<file path="config.mk">
export PLATFORM = sky130hd
export DESIGN_NAME = muldiv_unit_flat
export DESIGN_NICKNAME = d
export VERILOG_FILES = /design/src/rtl/muldiv_if.sv /design/src/rtl/muldiv_unit.sv /design/src/flat_wrapper.sv
export SDC_FILE = /design/constraint.sdc
export NUM_CORES = 1
export LEC_CHECK = 0
export ABC_AREA = 1
export ABC_CLOCK_PERIOD_IN_PS = 2900
export BUFFER_PORTS_ARGS = -buffer_cell sky130_fd_sc_hd__buf_2
export CAP_MARGIN = 25
export CORE_MARGIN = 5
export CORE_UTILIZATION = 55
export CTS_CLUSTER_SIZE = 30
export DETAILED_ROUTE_END_ITERATION = 7
export PLACE_DENSITY = 0.82
export SYNTH_ARGS = -nofsm -noshare
export SYNTH_HDL_FRONTEND = slang
export SYNTH_SLANG_ARGS = --single-unit
</file>
<file path="constraint.sdc">
create_clock -name clk -period 2.9 [get_ports clk]
set_input_delay 0.145 -clock clk [delete_from_list [all_inputs] [get_ports clk]]
set_output_delay 0.145 -clock clk [all_outputs]
set_load 0.01 [all_outputs]
</file>
<file path="src/rtl/muldiv_if.sv">
// Handshake and data bundle between the EX stage and the iterative
// multiply/divide unit.
interface muldiv_if #(
  parameter int WIDTH = 32
);
  logic             start;
  logic [1:0]       op;
  logic [WIDTH-1:0] a;
  logic [WIDTH-1:0] b;
  logic             flush;
  logic             mthi;
  logic             mtlo;
  logic [WIDTH-1:0] wdata;
  logic             busy;
  logic             done;
  logic [WIDTH-1:0] hi;
  logic [WIDTH-1:0] lo;

  modport master (
    output start, op, a, b, flush,
    output mthi, mtlo, wdata,
    input  busy, done, hi, lo
  );

  modport slave (
    input  start, op, a, b, flush,
    input  mthi, mtlo, wdata,
    output busy, done, hi, lo
  );
endinterface

</file>
<file path="src/rtl/muldiv_unit.sv">
// Iterative MULT/MULTU/DIV/DIVU unit holding the HI/LO registers.
// One shift-add or restoring shift-subtract step per cycle.
module muldiv_unit #(
  parameter int WIDTH = 32
) (
  input logic     clk,
  input logic     rst_n,
  muldiv_if.slave bus
);
  localparam int CW = $clog2(WIDTH);
  localparam int W2 = 2 * WIDTH;

  typedef enum logic [1:0] {
    IDLE,
    CALC,
    FIX
  } state_t;

  state_t           state_q, state_d;
  logic [CW-1:0]    cnt_q, cnt_d;
  logic [W2-1:0]    acc_q, acc_d;
  logic [WIDTH-1:0] opnd_q, opnd_d;
  logic [WIDTH-1:0] hi_q, hi_d;
  logic [WIDTH-1:0] lo_q, lo_d;
  logic             div_q, div_d;
  logic             neg_q, neg_d;
  logic             rneg_q, rneg_d;
  logic             dz_q, dz_d;
  logic             busy_q, busy_d;
  logic             done_q, done_d;

  logic             sa, sb, qbit;
  logic [WIDTH-1:0] ma, mb, quo, rem;
  logic [WIDTH:0]   msum, rsh;
  logic [WIDTH+1:0] diff;
  logic [W2-1:0]    prod;

  always_comb begin
    sa   = ~bus.op[0] & bus.a[WIDTH-1];
    sb   = ~bus.op[0] & bus.b[WIDTH-1];
    ma   = sa ? -bus.a : bus.a;
    mb   = sb ? -bus.b : bus.b;
    msum = {1'b0, acc_q[W2-1:WIDTH]}
         + {1'b0, (acc_q[0] ? opnd_q : '0)};
    rsh  = acc_q[W2-1:WIDTH-1];
    diff = {1'b0, rsh} - {2'b00, opnd_q};
    // diff < divisor whenever it is non-negative and divisor != 0
    qbit = ~|diff[WIDTH+1:WIDTH];
    prod = neg_q ? -acc_q : acc_q;
    quo  = acc_q[WIDTH-1:0];
    rem  = acc_q[W2-1:WIDTH];
  end

  always_comb begin
    state_d = state_q;
    cnt_d   = cnt_q;
    acc_d   = acc_q;
    opnd_d  = opnd_q;
    hi_d    = hi_q;
    lo_d    = lo_q;
    div_d   = div_q;
    neg_d   = neg_q;
    rneg_d  = rneg_q;
    dz_d    = dz_q;
    done_d  = 1'b0;
    unique case (state_q)
      IDLE: begin
        if (bus.start) begin
          state_d = CALC;
          cnt_d   = '0;
          div_d   = bus.op[1];
          neg_d   = sa ^ sb;
          rneg_d  = sa;
          dz_d    = (bus.b == '0);
          opnd_d  = bus.op[1] ? mb : ma;
          acc_d   = {{WIDTH{1'b0}},
                     (bus.op[1] ? ma : mb)};
        end else begin
          if (bus.mthi) hi_d = bus.wdata;
          if (bus.mtlo) lo_d = bus.wdata;
        end
      end
      CALC: begin
        cnt_d = cnt_q + 1'b1;
        if (div_q) begin
          acc_d = qbit
            ? {diff[WIDTH-1:0], acc_q[WIDTH-2:0], 1'b1}
            : {rsh[WIDTH-1:0], acc_q[WIDTH-2:0], 1'b0};
        end else begin
          acc_d = {msum, acc_q[WIDTH-1:1]};
        end
        if (cnt_q == CW'(WIDTH - 1)) state_d = FIX;
      end
      FIX: begin
        state_d = IDLE;
        done_d  = 1'b1;
        if (div_q) begin
          lo_d = dz_q ? '1 : (neg_q ? -quo : quo);
          hi_d = rneg_q ? -rem : rem;
        end else begin
          {hi_d, lo_d} = prod;
        end
      end
      default: state_d = IDLE;
    endcase
    if (bus.flush && state_q != IDLE) begin
      state_d = IDLE;
      done_d  = 1'b0;
      hi_d    = hi_q;
      lo_d    = lo_q;
    end
    busy_d = (state_d != IDLE);
  end

  always_ff @(posedge clk or negedge rst_n) begin
    if (!rst_n) begin
      state_q <= IDLE;
      cnt_q   <= '0;
      acc_q   <= '0;
      opnd_q  <= '0;
      hi_q    <= '0;
      lo_q    <= '0;
      div_q   <= 1'b0;
      neg_q   <= 1'b0;
      rneg_q  <= 1'b0;
      dz_q    <= 1'b0;
      busy_q  <= 1'b0;
      done_q  <= 1'b0;
    end else begin
      state_q <= state_d;
      cnt_q   <= cnt_d;
      acc_q   <= acc_d;
      opnd_q  <= opnd_d;
      hi_q    <= hi_d;
      lo_q    <= lo_d;
      div_q   <= div_d;
      neg_q   <= neg_d;
      rneg_q  <= rneg_d;
      dz_q    <= dz_d;
      busy_q  <= busy_d;
      done_q  <= done_d;
    end
  end

  assign bus.busy = busy_q;
  assign bus.done = done_q;
  assign bus.hi   = hi_q;
  assign bus.lo   = lo_q;
endmodule

</file>
<file path="src/flat_wrapper.sv">
// flat-port wrapper written by rule: the top's interface ports become plain ports
module muldiv_unit_flat 
#(
  parameter int WIDTH = 32
)
  (clk, rst_n, bus_start, bus_op, bus_a, bus_b, bus_flush, bus_mthi, bus_mtlo, bus_wdata, bus_busy, bus_done, bus_hi, bus_lo);
  muldiv_if #(.WIDTH(WIDTH)) bus_i ();
  input logic clk;
  input logic rst_n;
  input wire logic [$bits(bus_i.start)-1:0] bus_start;
  input wire logic [$bits(bus_i.op)-1:0] bus_op;
  input wire logic [$bits(bus_i.a)-1:0] bus_a;
  input wire logic [$bits(bus_i.b)-1:0] bus_b;
  input wire logic [$bits(bus_i.flush)-1:0] bus_flush;
  input wire logic [$bits(bus_i.mthi)-1:0] bus_mthi;
  input wire logic [$bits(bus_i.mtlo)-1:0] bus_mtlo;
  input wire logic [$bits(bus_i.wdata)-1:0] bus_wdata;
  output wire logic [$bits(bus_i.busy)-1:0] bus_busy;
  output wire logic [$bits(bus_i.done)-1:0] bus_done;
  output wire logic [$bits(bus_i.hi)-1:0] bus_hi;
  output wire logic [$bits(bus_i.lo)-1:0] bus_lo;
  assign bus_i.start = bus_start;
  assign bus_i.op = bus_op;
  assign bus_i.a = bus_a;
  assign bus_i.b = bus_b;
  assign bus_i.flush = bus_flush;
  assign bus_i.mthi = bus_mthi;
  assign bus_i.mtlo = bus_mtlo;
  assign bus_i.wdata = bus_wdata;
  assign bus_busy = bus_i.busy;
  assign bus_done = bus_i.done;
  assign bus_hi = bus_i.hi;
  assign bus_lo = bus_i.lo;
  muldiv_unit #(.WIDTH(WIDTH)) u_core (.clk(clk), .rst_n(rst_n), .bus(bus_i));
endmodule
</file>
; ---- Word-level counts from Yosys, hierarchy flattened
; Index checks and enable logic that the tools add are counted.
[op_classes]
bitwise_logic = 5
n_eq_ne = 7
muxes = 29
n_reduce_logical = 12
add_sub_neg = 8
[op_table]
columns = cell, count
row1 = $mux 32, 14
row2 = $mux 64, 4
row3 = $neg 32->32, 4
row4 = $pmux 32 s2, 2
row5 = $pmux 64 s2, 1
row6 = $neg 64->64, 1
row7 = $sub 33x32->34, 1
row8 = $add 32x32->33, 1
row9 = $logic_not 32->1, 1
row10 = $pmux 5 s2, 1
row11 = $ne 2x2->1 const B, 4
row12 = $reduce_and 4->1, 2
row13 = $reduce_bool 2->1, 4
row14 = $mux 2, 3
row15 = $add 5x1->5 const B, 1
row16 = $eq 5x5->1 const B, 1
row17 = $mux 5, 1
row18 = $pmux 2 s2, 1
row19 = $reduce_and 2->1, 2
row20 = $and 1x1->1, 2
row21 = $eq 2x1->1 const B, 1
row22 = $eq 2x2->1 const B, 1
row23 = $logic_not 2->1, 1
row24 = $mux 1, 2
row25 = other kinds (4), 5
[totals]
in_bits = 104
elab_cells = 73
ff_bits = 173
out_inout_bits = 66

; ---- Depth between registers and ports, before layout
[depth]
depth_word = 6
mapped_depth = 21
depth_no_buf = 20

; ---- Least setup slack after synthesis
; No wires, ideal clock.
[synth_timing]
path_kind = register to register
startpoint = register u_core.acc_q[0]
endpoint = register u_core.acc_q[59]
arrival_ns = 2.546
period_less_slack_ns = 2.663
required_ns = 2.784
path_buffers = 2
setup_time_ns = 0.116
path_slack_ns = 0.237
stages_incl_launch_ff = 20
cell_sequence = dfrtp_1 -> buf_2 -> buf_1 -> nand2_1 -> inv_1 -> ha_1 -> inv_1 -> fa_1 -> o21ai_0 -> nand3_1 -> nand2_1 -> nand2_1 -> nand2_1 -> nand3_1 -> nand3_1 -> nand2_1 -> nor2_1 -> nor2_1 -> nand2_1 -> nand2_1
[synth_between]
elab_chain_len = 4
[synth_lines]
columns = element, line
row1 = "start, declared", muldiv_unit.sv:21  ; logic [W2-1:0] acc_q, acc_d;
row2 = "start signal, assigned", muldiv_unit.sv:119  ; acc_q <= '0;
row3 = "start signal, assigned", muldiv_unit.sv:132  ; acc_q <= acc_d;
row4 = $mux 32, muldiv_unit.sv:44  ; + {1'b0, (acc_q[0] ? opnd_q : '0)};
row5 = $add 32x32->33, muldiv_unit.sv:44
row6 = $mux 64, muldiv_unit.sv:85  ; if (div_q) begin
row7 = $pmux 64 s2, muldiv_unit.sv:66  ; unique case (state_q)
; Every way passes these cells.
; A chain may end at the register's enable or synchronous reset.

; ---- Worst setup path in the final report
[layout_timing]
startpoint = register u_core.acc_q[51]
endpoint = register u_core.acc_q[53]
[layout_between]
elab_chain_len = 5
word_cells_on_any_way = 6
classes_between = 2 x add/sub / 3 x mux / 1 x reduce/logical
[layout_lines]
columns = element, line
row1 = $sub 33x32->34, muldiv_unit.sv:46  ; diff = {1'b0, rsh} - {2'b00, opnd_q};
row2 = $reduce_or 2->1, muldiv_unit.sv:48  ; qbit = ~|diff[WIDTH+1:WIDTH];
row3 = $mux 64, muldiv_unit.sv:87  ; ? {diff[WIDTH-1:0], acc_q[WIDTH-2:0], 1'b1}
row4 = $mux 64 *, muldiv_unit.sv:85
row5 = $pmux 64 s2 *, muldiv_unit.sv:66
; Mark *: on every way between the ends. The rest lies on a longest branch, timed or not.

==> flow_summary_export.csv <==
group,metric,value,unit
worst_setup_path,critPathRequiredTime,3.23,ns
floorplan,chipHeight,191,µm
grt,groute.layer.met3.usage,0.0900,
timing,finalHoldViolCount,0,
placement,placement.io_buffers,169,
yosys,sequential_area_share_after_synthesis,0.240,
timing,setup_viol,0,
grt,busiest_layer,"met2",
placement,hpwlAfterDp,62.4,mm
timing,finClkSkew,0.0145,ns
grt,grt_pass1_vias,20600,
yosys,synth.cell_area,18100,µm²
yosys,yosys_most_used_dff,"dfrtp_1",
clock_network,cts.sink_count,173,
timing,grt_setup_unrepaired,"false",
worst_setup_path,setup.worst_path.class,"flip-flop to flip-flop",
clock_network,cts_buffer_depth,2,
timing,finalCritPeriodShare,0.947,
routing,route.detailed.wl_per_inst,20.7,µm
routing,post-route-drc-count,0,
timing,holdWs,0.0166,ns
floorplan,core-area,32500,µm²
power_and_ir_drop,irDropWorstVdd,0.776,mV
timing,timing_limited_maximum_frequency,364,MHz
timing,slew_headroom,0.492,
worst_setup_path,timing.critical_path.to_type,"flip-flop",
finish,cell_count_final_fillers_out,3714,
grt,global_route.overflow_total,0,
floorplan,fp-row-count,66,
routing,detail_route.iter0.violations,3189,
yosys,yosys_warnings,0,
worst_setup_path,longest_individual_stage_delay_on_the_worst_path,0.49,ns
placement,gp_congestion,1.15,
worst_setup_path,worstPathCellList,"ha_1 -> a21oi_1 -> o21ai_0 -> a21oi_1 -> nor2_1 -> nor2_1 -> nand2_4 -> buf_4 -> nand3_1 -> nand3_1 -> nand2_1 -> o21ai_0",
clock_network,cts_htree_levels,4,
yosys,number_of_enable_type_register_cells_in_the_synthesized_netlist,0,
grt,maximum_number_of_pins_on_one_net_before_global_route_repair,94,
clock_network,cts_buffers,17,
clock_network,cts_tree,"yes",
timing,transition_time_at_the_pin_with_the_least_slew_margin,0.762,ns
routing,wirelength,76.8,mm
floorplan,die_area,36600,µm²
placement,placement.setup.worst_slack,0.218,ns
grt,grt_total_usage,0.412,
finish,area_growth,13.3,%
clock_network,clock_tree.root_cell,"clkbuf_16",
grt,grt_pass1_wl,117,mm
finish,fill_cell_instance_count_of_the_final_layout,3192,
clock_network,cts_post_setup_buffers_inserted,0,
status,run_status,"finished clean",
yosys,post_synthesis_register_bit_count,173,
routing,post_drt_via_cell_ratio,5.98,
grt,grt_antenna_before_repair,3,
flow_run,max_cap_violations,0,
worst_setup_path,worstSetupStartpointType,"flip-flop",
floorplan,floorplan.initialDensity,0.557,
routing,route.antenna.remaining_nets,0,
yosys,synth_async_sr_flop_share,1.00,
power_and_ir_drop,power_density_cells,1260,nW/µm²
worst_setup_path,timing.critical_path.slowest_stage_cell,"dfrtp_1",
yosys,syn_avg_cell_area,5.87,µm²
floorplan,horizontal_die_dimension,191,µm
finish,fraction_of_final_layout_cells_with_drive_strength_greater_than_1,0.108,
power_and_ir_drop,cellLeakagePower,10.5,nW
grt,grt.met1_usage,0.557,
hold_path,whs_path_depth,3,
grt,globalRouteMet2Util,0.616,
timing,worst_slack,0.154,ns
placement,dp.cells,3676,
yosys,postSynthCellCount,3076,
routing,vias,22200,
clock_network,worst_skew_late_latency,0.46,ns
worst_setup_path,timing.critical_path.arrival,3.07,ns
finish,num-nets-final,3434,
timing,final_period_demand_of_the_worst_path,2.75,ns
timing,totalNegativeSetupSlack,0,ns
timing,timing.final.max_slew_violations,0,
worst_setup_path,ff2ff_path_depth,12,
yosys,syn_nets,3252,
worst_setup_path,timing.critical_path.fanout_max,13,
floorplan,design.portCount,170,
hold_path,hold_path_class,"primary input to flip-flop",
routing,first_pass_iters,7,
yosys,count_of_unique_library_cells_instantiated_by_yosys,50,
clock_network,clk_transition_reported_paths,0.08,ns
## synth_stat cells, drive strengths merged (4+ instances only)
| cell type | n | area [µm²] |
|---|---|---|
| o21a | 8 | 60.1 |
| a31oi | 26 | 163 |
| clkbuf | 60 | 225 |
| ha | 70 | 876 |
| o21ai | 217 | 1090 |
| nand4 | 50 | 313 |
| buf | 47 | 236 |
| nor2 | 363 | 1400 |
| clkinv | 5 | 18.8 |
| inv | 395 | 1490 |
| a22oi | 12 | 90.1 |
| xnor2 | 9 | 78.8 |
| nor3 | 42 | 210 |
| o221ai | 6 | 52.6 |
| o31ai | 4 | 30.0 |
| nand3b | 15 | 113 |
| a21o | 10 | 75.1 |
| o211ai | 36 | 270 |
| or2 | 13 | 81.3 |
| dfrtp | 173 | 4330 |
| nand2 | 902 | 3450 |
| a21oi | 209 | 1060 |
| xor2 | 56 | 490 |
| a21boi | 11 | 82.6 |
| nand3 | 311 | 1570 |
| o21bai | 12 | 90.1 |
## state kept, by name, summed over array words and instances, names as in the netlist
| register | flops |
|---|---|
| u_core.bus.hi | 32 |
| u_core.state_q | 2 |
| u_core.opnd_q | 32 |
| u_core.rneg_q | 1 |
| u_core.neg_q | 1 |
| u_core.div_q | 1 |
| u_core.bus.busy | 1 |
| u_core.bus.lo | 32 |
| u_core.bus.done | 1 |
| u_core.dz_q | 1 |
| u_core.cnt_q | 5 |
| u_core.acc_q | 64 |
## worst max-delay path: cells and delay by family (launching register included)
family,cells,cell delay (ns)
adder cells (fa/ha/maj),1,0.40
AND/OR/NAND/NOR,6,0.69
buffers and inverters,1,0.20
flip-flops,1,0.49
AO/OA/AOI/OAI,4,0.83
## per-layer routing
layer | vias up | part of all wire
li1 | 10400 | -
met1 | 10000 | 0.39
met2 | 1553 | 0.42
met3 | 236 | 0.13
met4 | 2 | 0.064
met5 | - | 0.00017
## layout by cell type, fill, tap and decap left out, drive strengths merged, types with 50 or more instances in the layout
cell   synthesis  layout
dfrtp        173     173
nand2        902     902
ha            70      70
o21ai        217     217
nand3        311     311
inv          395     403
buf           47     265
xor2          56      56
nor2         363     363
nand4         50      50
a21oi        209     209
## through the flow
| stage | area, µm² | utilization | total power [mW] |
|---|---|---|---|
| final | 20500 | 0.631 | 25.8 |
| after global routing | 20500 | 0.631 | 27.7 |
| after CTS | 20500 | 0.631 | 25.1 |
| after detailed placement | 19800 | 0.611 | 22.6 |
| after global placement | 19800 | 0.611 | 22.3 |
| after floorplan | 18100 | - | 16.4 |
## final cells by class
cell class	instances	area (µm²)	share of cell area
Antenna cell	1	2.50	0.000122
Timing Repair Buffer	270	1700	0.0829
Clock buffer	17	425	0.0208
Clock inverter	15	168	0.00819
Multi-Input combinational cell	2396	11800	0.576
Inverter	400	1510	0.0736
Tap cell	442	553	0.0270
Sequential cell	173	4330	0.212
## worst paths after layout
check	to	slack [ns]	start
max	u_core.acc_q[53]$_DFFE_PN0P_	0.15	u_core.acc_q[51]$_DFFE_PN0P_
min	u_core.bus.lo[15]$_DFFE_PN0P_	0.02	bus_wdata[15]
max reg2reg	u_core.acc_q[53]$_DFFE_PN0P_	0.15	u_core.acc_q[51]$_DFFE_PN0P_
min reg2reg	u_core.bus.lo[19]$_DFFE_PN0P_	0.48	u_core.bus.lo[19]$_DFFE_PN0P_
max in group asynchronous	u_core.opnd_q[4]$_DFFE_PN0P_	1.81	rst_n
min in group asynchronous	u_core.bus.hi[31]$_DFFE_PN0P_	0.23	rst_n
## logic make-up (layout without fill, tap and decap cells)
kind of cell,Yosys count,count (layout),share of synthesized area
other cells,0,1,0
buf+inv,507,702,0.109
compound gates,555,555,0.171
simple gates,1703,1703,0.397
flops,173,173,0.240
mux,1,1,0.000554
xor+xnor,65,65,0.0315
fa+ha+maj,72,72,0.0507
## what timing repair did
action / CTS / global route
setup endpoints to repair: 0 / 4
resized for setup: 0 / 3
hold buffers: 5 / 0
endpoints found under the hold margin: 69 / 0
## where the power goes
part           total, mW  internal, mW  switching, mW  leakage, nW
combinational       18.6          6.04           12.6         8.19
sequential          4.78          3.59           1.19         2.06
clock               2.40          1.16           1.24        0.292
No activity file was read; power rests on OpenSTA's default activity.
